$ cat config.mk
export PLATFORM = sky130hd
export DESIGN_NAME = shift_add_mac
export DESIGN_NICKNAME = d
export VERILOG_FILES = /design/src/rtl/shift_add_mac.sv
export SDC_FILE = /design/constraint.sdc
export NUM_CORES = 1
export LEC_CHECK = 0
export ABC_AREA = 0
export CAP_MARGIN = 5
export CORE_MARGIN = 10
export CORE_UTILIZATION = 53
export DETAILED_ROUTE_END_ITERATION = 8
export PLACE_DENSITY = 0.88
export SLEW_MARGIN = 20
export SYNTH_ARGS = -nofsm -noshare
export SYNTH_HDL_FRONTEND = slang
export SYNTH_SLANG_ARGS = --single-unit
$ cat constraint.sdc
create_clock -name clk -period 5.9 [get_ports clk]
set_input_delay 0.885 -clock clk [delete_from_list [all_inputs] [get_ports clk]]
set_output_delay 0.885 -clock clk [all_outputs]
set_load 0.1 [all_outputs]
$ cat src/rtl/shift_add_mac.sv
// Sequential shift-and-add multiplier with an accumulator and a sticky overflow flag.
// Define MAC_SIGNED_EN for two's-complement operands (sign-magnitude core, sign-extended accumulate).
module shift_add_mac #(
    parameter int WIDTH = 8,
    parameter int ACC_W = 2*WIDTH + 4
) (
    input  logic                 clk,
    input  logic                 reset,
    input  logic                 start_i,
    input  logic                 acc_en_i,
    input  logic                 clear_acc_i,
    input  logic [WIDTH-1:0]     a_i,
    input  logic [WIDTH-1:0]     b_i,
    output logic                 busy_o,
    output logic                 done_o,
    output logic [2*WIDTH-1:0]   product_o,
    output logic [ACC_W-1:0]     acc_o,
    output logic                 acc_ovf_o
);
    localparam int PW = 2*WIDTH;

    // IDLE wait | LOAD operands | TEST/ADD/SHIFT multiply loop | DONE publish result
    typedef enum logic [2:0] {
        S_IDLE, S_LOAD, S_TEST, S_ADD, S_SHIFT, S_DONE
    } state_t;

    state_t            state_q, state_d;
    logic [WIDTH-1:0]  opa_q, opa_d, opb_q, opb_d;
    logic              acc_en_q, acc_en_d;
    logic [PW-1:0]     m_q, m_d, p_q, p_d, product_q, product_d;
    logic [WIDTH-1:0]  q_q, q_d;
    logic [ACC_W-1:0]  acc_q, acc_d;
    logic              ovf_q, ovf_d;

    logic [WIDTH-1:0]  mag_a, mag_b;
    logic [PW-1:0]     p_res;
    logic [ACC_W-1:0]  p_ext;
    logic [ACC_W:0]    acc_sum;
    logic              ovf_add;

    assign acc_sum = {1'b0, acc_q} + {1'b0, p_ext};

`ifdef MAC_SIGNED_EN
    logic neg_q, neg_d;

    // The most negative value negates to itself, which read unsigned is 2^(WIDTH-1).
    assign mag_a   = opa_q[WIDTH-1] ? (~opa_q + WIDTH'(1)) : opa_q;
    assign mag_b   = opb_q[WIDTH-1] ? (~opb_q + WIDTH'(1)) : opb_q;
    assign p_res   = neg_q ? (~p_q + PW'(1)) : p_q;
    assign p_ext   = ACC_W'($signed(p_res));
    assign ovf_add = acc_sum[ACC_W] ^ (acc_q[ACC_W-1] ^ p_ext[ACC_W-1] ^ acc_sum[ACC_W-1]);
`else
    assign mag_a   = opa_q;
    assign mag_b   = opb_q;
    assign p_res   = p_q;
    assign p_ext   = ACC_W'(p_res);
    assign ovf_add = acc_sum[ACC_W];
`endif

    always_ff @(posedge clk) begin
        if (!reset) begin
            state_q   <= S_IDLE;
            opa_q     <= '0;
            opb_q     <= '0;
            acc_en_q  <= 1'b0;
            m_q       <= '0;
            p_q       <= '0;
            q_q       <= '0;
            product_q <= '0;
            acc_q     <= '0;
            ovf_q     <= 1'b0;
`ifdef MAC_SIGNED_EN
            neg_q     <= 1'b0;
`endif
        end else begin
            state_q   <= state_d;
            opa_q     <= opa_d;
            opb_q     <= opb_d;
            acc_en_q  <= acc_en_d;
            m_q       <= m_d;
            p_q       <= p_d;
            q_q       <= q_d;
            product_q <= product_d;
            acc_q     <= acc_d;
            ovf_q     <= ovf_d;
`ifdef MAC_SIGNED_EN
            neg_q     <= neg_d;
`endif
        end
    end

    always_comb begin
        state_d   = state_q;
        opa_d     = opa_q;
        opb_d     = opb_q;
        acc_en_d  = acc_en_q;
        m_d       = m_q;
        p_d       = p_q;
        q_d       = q_q;
        product_d = product_q;
        acc_d     = acc_q;
        ovf_d     = ovf_q;
`ifdef MAC_SIGNED_EN
        neg_d     = neg_q;
`endif

        case (state_q)
            S_IDLE: begin
                if (start_i) begin
                    opa_d    = a_i;
                    opb_d    = b_i;
                    acc_en_d = acc_en_i;
                    state_d  = S_LOAD;
                end
            end
            S_LOAD: begin
                m_d     = PW'(mag_a);
                q_d     = mag_b;
                p_d     = '0;
`ifdef MAC_SIGNED_EN
                neg_d   = opa_q[WIDTH-1] ^ opb_q[WIDTH-1];
`endif
                state_d = S_TEST;
            end
            S_TEST: begin
                if (q_q == '0)
                    state_d = S_DONE;
                else if (q_q[0])
                    state_d = S_ADD;
                else
                    state_d = S_SHIFT;
            end
            S_ADD: begin
                p_d     = p_q + m_q;
                state_d = S_SHIFT;
            end
            S_SHIFT: begin
                m_d     = m_q << 1;
                q_d     = q_q >> 1;
                state_d = S_TEST;
            end
            S_DONE: begin
                product_d = p_res;
                if (acc_en_q) begin
                    acc_d = acc_sum[ACC_W-1:0];
                    if (ovf_add)
                        ovf_d = 1'b1;
                end else begin
                    acc_d = p_ext;
                end
                state_d = S_IDLE;
            end
            default: state_d = S_IDLE;
        endcase

        // A clear landing on DONE still publishes the fresh result, just never accumulates.
        if (clear_acc_i) begin
            acc_d = (state_q == S_DONE) ? p_ext : '0;
            ovf_d = 1'b0;
        end
    end

    assign busy_o    = (state_q != S_IDLE);
    assign done_o    = (state_q == S_DONE);
    assign product_o = product_q;
    assign acc_o     = acc_q;
    assign acc_ovf_o = ovf_q;

endmodule

-- Word level (Yosys, flattened, before mapping)
Cells that the tools add are included.
- input port bits: 21
- logic and storage cells: 40
- register bits after elaboration: 97
- output and inout bits: 39
- reductions and logical operators: 10
- bitwise gates (word level): 1
- equal/unequal tests: 6
- multiplexer cells: 11
- $add $sub $neg: 2
- operators by type and width (kind ; number):
    $pmux 16 s2 ; 2
    $mux 20 ; 3
    $add 20x16->21 ; 1
    $add 16x16->16 ; 1
    $mux 16 ; 1
    $pmux 8 s2 ; 1
    $pmux 3 s4 ; 1
    $mux 3 ; 3
    $logic_not 8->1 ; 1
    $eq 3x2->1 const B ; 2
    $eq 3x3->1 const B ; 2
    $reduce_bool 2->1 ; 3
    $reduce_or 2->1 ; 2
    $eq 3x1->1 const B ; 1
    $logic_not 3->1 ; 1
    $reduce_and 3->1 ; 1
    $reduce_bool 3->1 ; 1
    $ne 2x2->1 const B ; 1
    $reduce_and 2->1 ; 1
    $not 1->1 ; 1

-- Depth between registers and ports, before layout
Gate-level depths: netlist of run 1.
- word-level depth: 4
- depth in mapped cells: 10
- depth with buffers taken out: 10

-- Worst setup path after synthesis of run 1
OpenSTA, ideal clock, no wires.
- path type: register -> register
- start point: register acc_q[0], in the netlist acc_o[0]
- end point: register ovf_q, in the netlist acc_ovf_o
- path buffers: 0
- library setup time: 0.070 ns
- required time: 5.830 ns
- arrival: 2.866 ns
- period minus slack after synthesis: 2.936 ns
- setup slack: 2.964 ns
- cell stages (with the launch flop): 11
- path through: dfxtp_1 -> ha_1 -> inv_1 -> fa_1 -> nor2b_2 -> o31a_2 -> a21oi_2 -> a21oi_4 -> nor4_4 -> or4_1 -> a21oi_1
- cells in the longest elaborated chain, start to end: 2
- RTL lines (element ; RTL line ; text):
    from (decl) ; 32 ; logic [ACC_W-1:0] acc_q, acc_d;
    from (signal assigned) ; 70 ; acc_q <= '0;
    from (signal assigned) ; 84 ; acc_q <= acc_d;
    $add 20x16->21 ; 41 ; assign acc_sum = {1'b0, acc_q} + {1'b0, p_ext};
    $reduce_and 3->1 (no line) ; - ;
    to (signal assigned) ; 85 ; ovf_q <= ovf_d;
    to (decl) ; 33 ; logic ovf_q, ovf_d;
Every way passes these cells.
A chain may end at the register's enable or synchronous reset.

-- Worst setup path in the final report of run 1
- start point: register state_q[0]
- end point: output done_o
- cells in the longest elaborated chain, start to end: 1
- RTL lines (element ; RTL line ; text):
    from (decl) ; 27 ; state_t state_q, state_d;
    from (signal assigned) ; 76 ; state_q <= state_d;
    $eq 3x3->1 ; 164 ; assign done_o = (state_q == S_DONE);
    to (decl) ; 15 ; output logic done_o,
Every way passes these cells.

==> out/qor.csv, run 1 <==
metric;value;unit
Routed wire per std cell;15.8;um
critical-path cell list;nor2b_1 -> nand2_4 -> inv_2 -> clkdlybuf4s50_1;
Starting Density;54.9;%
global-route wire length before repair;21500;um
cts bufs inserted;9;
Tmin final;4.31;ns
H-tree depth;3;
design area;0.00626;sq mm
Synthesis Warnings;0;
crit path kind;reg2out;
cell type with the largest total area after synthesis;dfxtp_1;
Hold Buf Count CTS;0;
Setup crit end kind;output port;
initial drt markers;327;
power per cell area;206;mW/mm^2
Syn Nets;693;
Placed Area;0.00606;sq mm
Critical R2R Capture;acc_o[8];
core area;0.00991;sq mm
main area contributors after synthesis;dfxtp_1 36%, nand2_1 8.1%, ha_1 7.1%;
Startpoint Class;flop;
Die X;121;um
Post-Syn Instances;639;
Slowest-stage cell, CP;clkdlybuf4s50_1;
R2R setup slack;2.92;ns
drt first pass iters;5;
Root Buffer;clkbuf_8;
worst skew pair latency;0.37;ns
final WL;12800;um
post-synthesis cell type count;65;
synth cell count leaders;117 x nand2_1, 97 x dfxtp_1, 37 x a21boi_0;
antenna cell count;0;
FFs w/ async S/R, synth;0;%
Crit Path Max Fanout;34;
max-cap violations;0;
Peak VDD IR;0.198;mV
Detail Route Antenna Nets;0;
DRC violations left;0;
Reg clk slew, reported paths;0.10;ns
run status;complete, no violations;
Sink Count;97;
vias in the first global route;4755;
LEAKAGE;2.50;nW
Arr. time, crit path;3.42;ns
setup_tns;0;ns
max incr delay on CP;1.25;ns
area added between synthesis and finish;14.9;%
Worst Tran Pin Value;0.991;ns
Critical Path Start;state_q[0];
final-report hold violation count;0;
Hold Path Depth;2;
CTS tree;yes;
RSZ-0062 raised after global routing;no;
top cell type's share of synthesized area;35.7;%
antenna violations before repair;0;
Endpoint, Worst Hold;product_o[4];
Via density;5.84;
Hold Startpoint;product_o[4];
critical path required time;5.02;ns
setup bufs post-CTS;0;
syn_area_per_cell;8.52;sq um
register bit total from synthesis;97;
final period utilization;73.0;%
DP HPWL;9240;um
layout cells sized above 1;5.15;%
post-synthesis sequential area ratio;35.7;%
FF-to-FF path depth;7;
Max Root-Sink Buffers;2;
# setup viols final;0;
Max Fclk;232;MHz
WP buf/inv;2;
CTS resizes;0;
Final Skew;0.0150;ns
GRT Overall Usage;17.2;%
EDFF count, synth;0;
Slew Viols, Final;0;
gr ovfl total;0;
net count reported at finish;729;
overall die height;121;um
Total Power;0.00129;W
die area;0.0147;sq mm
RR Startpoint;state_q[1];
# rows;36;
CP top delay family;buffers and inverters;
Slew headroom;33.7;%
routed via count;4745;
gp weighted congestion;0.898;
Port Buf Inserts;59;
I/O pin cnt;60;
most frequent cell after synthesis;nand2_1;
worst min-delay path class;reg2reg;
largest net degree at the start of global routing;105;
post-synthesis cell area;0.00544;sq mm
Most used DFF post-synth;dfxtp_1;
final cells by class:
type	count	area, sq um
Fill cell	830	3650
Multi-Input combinational cell	490	3300
Sequential cell	97	1940
Timing Repair Buffer	62	616
Tap cell	133	166
Clock buffer	9	124
Inverter	15	56.3
Clock inverter	7	53.8
how the worst max path moves through the flow:
stage               cells after the start         to
finish                                  4     done_o
global route                            4     done_o
CTS                                     4     done_o
detailed placement                      4     done_o
global placement                        4     done_o
floorplan                              10  acc_ovf_o
flip-flops by register name, summed over array words and instances (netlist names):
name	flops
mag_b	8
m_q	16
q_q	8
acc_ovf_o	1
acc_o	20
p_q	16
acc_en_q	1
state_q	3
mag_a	8
product_o	16
report_power, final:
group          total (W)  internal (W)  switching [W]  leakage (nW)
Clock           0.000407      0.000157       0.000250        0.0827
Sequential      0.000710      0.000682      0.0000288         0.786
Combinational   0.000169     0.0000677       0.000102          1.63
layout by cell type, fill, tap and decap left out, types with 4 or more instances in the layout:
cell,count
a21oi_1,32
nand4_1,4
and3_1,4
clkbuf_8,9
nand2b_1,5
o211ai_1,9
nand2_1,117
inv_1,14
o21a_1,6
a31oi_1,6
a21o_1,9
a21boi_0,37
ha_1,31
o21ai_0,20
xor2_1,9
and2_1,7
xnor2_1,14
o211a_1,14
nand3_1,18
nor3_1,7
mux2i_1,17
or4_1,4
a211oi_1,6
a22oi_1,15
nor2b_1,22
nor2_1,19
dfxtp_1,97
o31ai_1,4
a32o_1,6
clkdlybuf4s50_1,58
nand3b_1,4
layer usage:
layer,wire [um],GRT usage (%),up-vias
met5,0,0,-
met4,224,6.48,0
met3,902,4.37,21
met2,6090,29.6,158
met1,5610,20.1,2201
li1,-,-,2365
worst register-to-register path, delay by kind of cell, from the launching register on:
kind | cells | cell delay (ns)
AND/OR/NAND/NOR | 4 | 1.50
buffers and inverters | 1 | 0.34
flip-flops | 1 | 0.67
AO/OA/AOI/OAI | 2 | 0.40
through the flow:
| step | std cells | hold WS [ns] | setup slack [ns] | util, % |
|---|---|---|---|---|
| after floorplan | 639 | 0.443 | 2.96 | - |
| after global placement | 796 | 0.434 | 2.13 | 61.2 |
| after detailed placement | 796 | 0.460 | 1.99 | 61.2 |
| after CTS | 812 | 0.474 | 1.57 | 63.0 |
| after global routing | 813 | 0.494 | 1.37 | 63.1 |
| final | 813 | 0.471 | 1.59 | 63.1 |
logic make-up after synthesis:
group	Yosys count	share of synthesized area (%)
buffers and inverters	52	3.86
DFF	97	35.7
AOI/OAI and AO/OA	194	26.0
xor gates and xnor gates	23	3.70
and+or+nand+nor	223	19.8
adders and majority gates	33	7.86
muxes	17	3.13
Note: power is estimated with default switching activity, not from simulation.
==> inputs of run 2 (changes only) <==
- CORE_UTILIZATION: 53 -> 51
- clock period: 5.9 -> 3.95 ns (I/O delays scaled with it)
==> out/qor.csv, run 2 (synthesis gave the netlist of run 1 again) <==
metric;value;unit
run status;complete, no violations;
RSZ-0062 raised after global routing;no;
Detail Route Antenna Nets;0;
Slew headroom;33.5;%
DP HPWL;9960;um
DRC violations left;0;
crit path kind;reg2out;
area added between synthesis and finish;16.0;%
CTS resizes;0;
gp weighted congestion;0.897;
# rows;37;
power per cell area;325;mW/mm^2
Reg clk slew, reported paths;0.10;ns
fillcell total;872;
Starting Density;52.5;%
routed via count;4843;
Endpoint, Worst Hold;acc_ovf_o;
most frequent cells in the layout;117 x nand2_1, 97 x dfxtp_1, 57 x clkdlybuf4s50_1;
setup bufs post-CTS;0;
Peak VDD IR;0.250;mV
Hold Buf Count CTS;0;
commonest non-fill, non-tap cell in the layout;nand2_1;
Startpoint Class;flop;
Routed wire per std cell;16.6;um
antenna cell count;0;
Arr. time, crit path;2.58;ns
max-cap violations;0;
Setup crit end kind;output port;
Tmin final;3.17;ns
H-tree depth;3;
R2R setup slack;1.16;ns
LEAKAGE;2.53;nW
multi-input logic area;0.00330;sq mm
cts bufs inserted;9;
critical path required time;3.36;ns
worst min-delay path class;reg2reg;
CTS tree;yes;
GRT Overall Usage;17.5;%
core area;0.0104;sq mm
antenna violations before repair;0;
RR Startpoint;state_q[1];
Sink Count;97;
layout cells sized above 1;5.43;%
initial drt markers;434;
Port Buf Inserts;59;
overall die height;123;um
Crit Path Max Fanout;34;
net count reported at finish;730;
Max Root-Sink Buffers;2;
# setup viols final;0;
die area;0.0152;sq mm
Root Buffer;clkbuf_8;
Total Power;0.00205;W
Die X;123;um
Hold Path Depth;2;
gr ovfl total;0;
largest net degree at the start of global routing;42;
FF-to-FF path depth;7;
Max Fclk;315;MHz
setup_tns;0;ns
final-report hold violation count;0;
I/O pin cnt;60;
register area;0.00194;sq mm
Hold Startpoint;acc_ovf_o;
Slew Viols, Final;0;
Via density;5.93;
worst skew pair latency;0.38;ns
number of flip-flops in the largest register;20;
Final Skew;0.0157;ns
final period utilization;80.3;%
final WL;13500;um
Worst Tran Pin Value;0.995;ns
Critical R2R Capture;acc_o[14];
vias in the first global route;4820;
global-route wire length before repair;22300;um
drt first pass iters;5;
-- run 2: worst max-delay path: stages, from the launching register on --
cell and delay (ns):
dfxtp_1 0.55, nor2b_1 0.41, nand2_4 0.30, inv_2 0.54
buf_4 0.40
-- run 2: final cells by class --
cell class | count | share of cell area [%]
clock inverter | 7 | 1.63
tap | 136 | 2.70
multi-input combinational | 490 | 52.2
inverter | 15 | 0.892
timing repair buffer | 63 | 9.83
clock buffer | 9 | 1.96
sequential | 97 | 30.8
-- run 2: routing by layer --
metal  part of all wire [%]  up-vias  GRT usage [%]
met5                      0        -              0
met4                    1.5        0           6.40
met3                    6.3       19           3.05
met2                     50      172           30.8
met1                     43     2288           21.0
li1                       -     2364              -
-- run 2: power breakdown --
group	internal, W	switching, W
Clock	0.000363	0.000373
Combinational	0.000101	0.000154
Sequential	0.00102	0.0000439
Total	0.00148	0.000571
-- run 2: worst max path at each step --
stage                start         to  slack (ns)  cells after the start
6_report        state_q[0]     done_o        0.78                      4
5_1_grt         state_q[0]     done_o        0.60                      4
4_1_cts         state_q[0]     done_o        0.81                      4
3_5_place_dp   clear_acc_i  acc_o[18]        1.20                      5
3_3_place_gp   clear_acc_i  acc_o[16]        1.29                      5
2_1_floorplan     acc_o[0]  acc_ovf_o        1.01                     10
-- run 2: per-stage QoR --
stage / instances / instance area [sq um] / hold slack, ns / worst slack [ns] / utilization [%]
detailed placement: 800 / 6070 / 0.447 / 1.20 / 58.6
finish: 817 / 6310 / 0.459 / 0.776 / 60.9
global placement: 800 / 6070 / 0.433 / 1.29 / 58.6
CTS: 816 / 6300 / 0.462 / 0.810 / 60.7
floorplan: 639 / 5440 / 0.443 / 1.01 / -
global route: 817 / 6310 / 0.500 / 0.597 / 60.9
==> inputs of run 3 (changes only) <==
- CORE_UTILIZATION: 51 -> 53
- clock period: 3.95 -> 3.2 ns (I/O delays scaled with it)
==> out/qor.csv, run 3 (synthesis gave the netlist of run 1 again) <==
metric;value;unit
run status;complete, no violations;
Detail Route Antenna Nets;0;
setup bufs post-CTS;0;
largest net degree at the start of global routing;60;
Port Buf Inserts;59;
Total Power;0.00253;W
final-report hold violation count;0;
DR WL met3;852;um
Peak VDD IR;0.258;mV
CP top delay family;simple AND/OR/NAND/NOR gates;
Via density;5.92;
Sink Count;97;
Slowest-stage cell, CP;dfxtp_1;
commonest non-fill, non-tap cell in the layout;nand2_1;
# rows;36;
critical path required time;2.72;ns
antenna cell count;0;
I/O pin cnt;60;
initial drt markers;330;
power per cell area;404;mW/mm^2
drt first pass iters;4;
CTS resizes;0;
WP buf/inv;2;
fillcell total;844;
worst min-delay path class;in2reg;
vias in the first global route;4719;
Worst Tran Pin Value;0.978;ns
Die X;121;um
gr ovfl total;0;
Reg clk slew, reported paths;0.10;ns
max-cap violations;0;
core area;0.00991;sq mm
Met2 Wirelength;6500;um
layout cells sized above 1;11.1;%
cts bufs inserted;9;
Final Skew;0.0132;ns
Slew headroom;34.6;%
Root Buffer;clkbuf_8;
net count reported at finish;735;
global-route wire length before repair;21900;um
overall die height;121;um
RSZ-0062 raised after global routing;no;
DRC violations left;0;
Starting Density;54.9;%
final WL;13200;um
Arr. time, crit path;2.20;ns
most frequent cells in the layout;117 x nand2_1, 97 x dfxtp_1, 43 x buf_4;
number of flip-flops in the largest register;20;
Slew Viols, Final;0;
CTS tree;yes;
routed via count;4851;
max incr delay on CP;0.59;ns
Crit Path Max Fanout;32;
antenna violations before repair;0;
Hold Buf Count CTS;0;
Setup crit end kind;output port;
Max Root-Sink Buffers;2;
Startpoint Class;flop;
Max Fclk;373;MHz
Routed wire per std cell;16.1;um
gp weighted congestion;0.932;
GRT Overall Usage;17.6;%
critical-path cell list;nor2b_1 -> nand2_4 -> inv_2 -> buf_12;
top sig layer;met4;
# setup viols final;0;
Metal-1 WL;5570;um
die area;0.0147;sq mm
H-tree depth;3;
setup_tns;0;ns
Layout Cells excl Fill;819;
crit path kind;reg2out;
Cells after DPL;803;
final period utilization;83.7;%
DP HPWL;9670;um
area added between synthesis and finish;15.1;%
Tmin final;2.68;ns
worst skew pair latency;0.37;ns
LEAKAGE;2.63;nW
## run 3: cell types whose count changed in the layout (fill, tap and decap cells not counted)
cell | before | now
buf_8 | 1 | 0
inv_8 | 0 | 1
clkinv_4 | 2 | 0
clkinv_2 | 0 | 1
buf_4 | 4 | 43
buf_12 | 0 | 1
clkdlybuf4s50_1 | 57 | 23
## run 3: path summary, 6_finish.rpt
check / startpoint / end / slack, ns / cells past startpoint
worst max-delay path: state_q[0] / done_o / 0.52 / 4
worst min-delay path: reset / acc_o[8] / 0.37 / 3
worst max register to register: p_q[0] / p_q[12] / 0.63 / 9
worst min register to register: acc_ovf_o / acc_ovf_o / 0.46 / 2
## run 3: power by group
part / leakage, nW / switching (W) / internal [W] / total, W
Sequential: 0.786 / 0.0000563 / 0.00126 / 0.00131
Combinational: 1.73 / 0.000187 / 0.000126 / 0.000313
Clock: 0.112 / 0.000457 / 0.000450 / 0.000907
## run 3: through the flow
| stage | worst slack [ns] | area (sq um) | hold slack (ns) | util [%] |
|---|---|---|---|---|
| 2_1_floorplan | 0.264 | 5440 | 0.443 | - |
| 3_5_place_dp | 0.683 | 6040 | 0.450 | 61.0 |
| 4_1_cts | 0.520 | 6270 | 0.344 | 63.2 |
| 6_report | 0.522 | 6270 | 0.366 | 63.2 |
| 3_3_place_gp | 0.819 | 6040 | 0.448 | 61.0 |
| 5_1_grt | 0.355 | 6270 | 0.388 | 63.2 |
## run 3: cell type report
| type | count | area, sq um | share of cell area, % |
|---|---|---|---|
| multi-input cells | 490 | 3300 | 52.6 |
| flip-flops and latches | 97 | 1940 | 31.0 |
| repair buffers | 68 | 578 | 9.23 |
| well taps | 133 | 166 | 2.66 |
| clock buffers | 9 | 124 | 1.98 |
| clock inverters | 7 | 101 | 1.62 |
| inverters | 15 | 56.3 | 0.899 |
## run 3: per-layer routing
layer	global-route usage [%]	vias up
met5	0	-
met4	7.08	0
met3	3.96	23
met2	30.6	141
met1	20.5	2306
li1	-	2381
## run 3: worst register-to-register path: stages, from the launching register on
cell	delay, ns
dfxtp_1	0.37
ha_1	0.23
fa_1	0.40
a21oi_1	0.19
o211ai_1	0.19
a41oi_1	0.44
o21ai_0	0.15
a21oi_1	0.21
xnor2_1	0.09
a32o_1	0.21
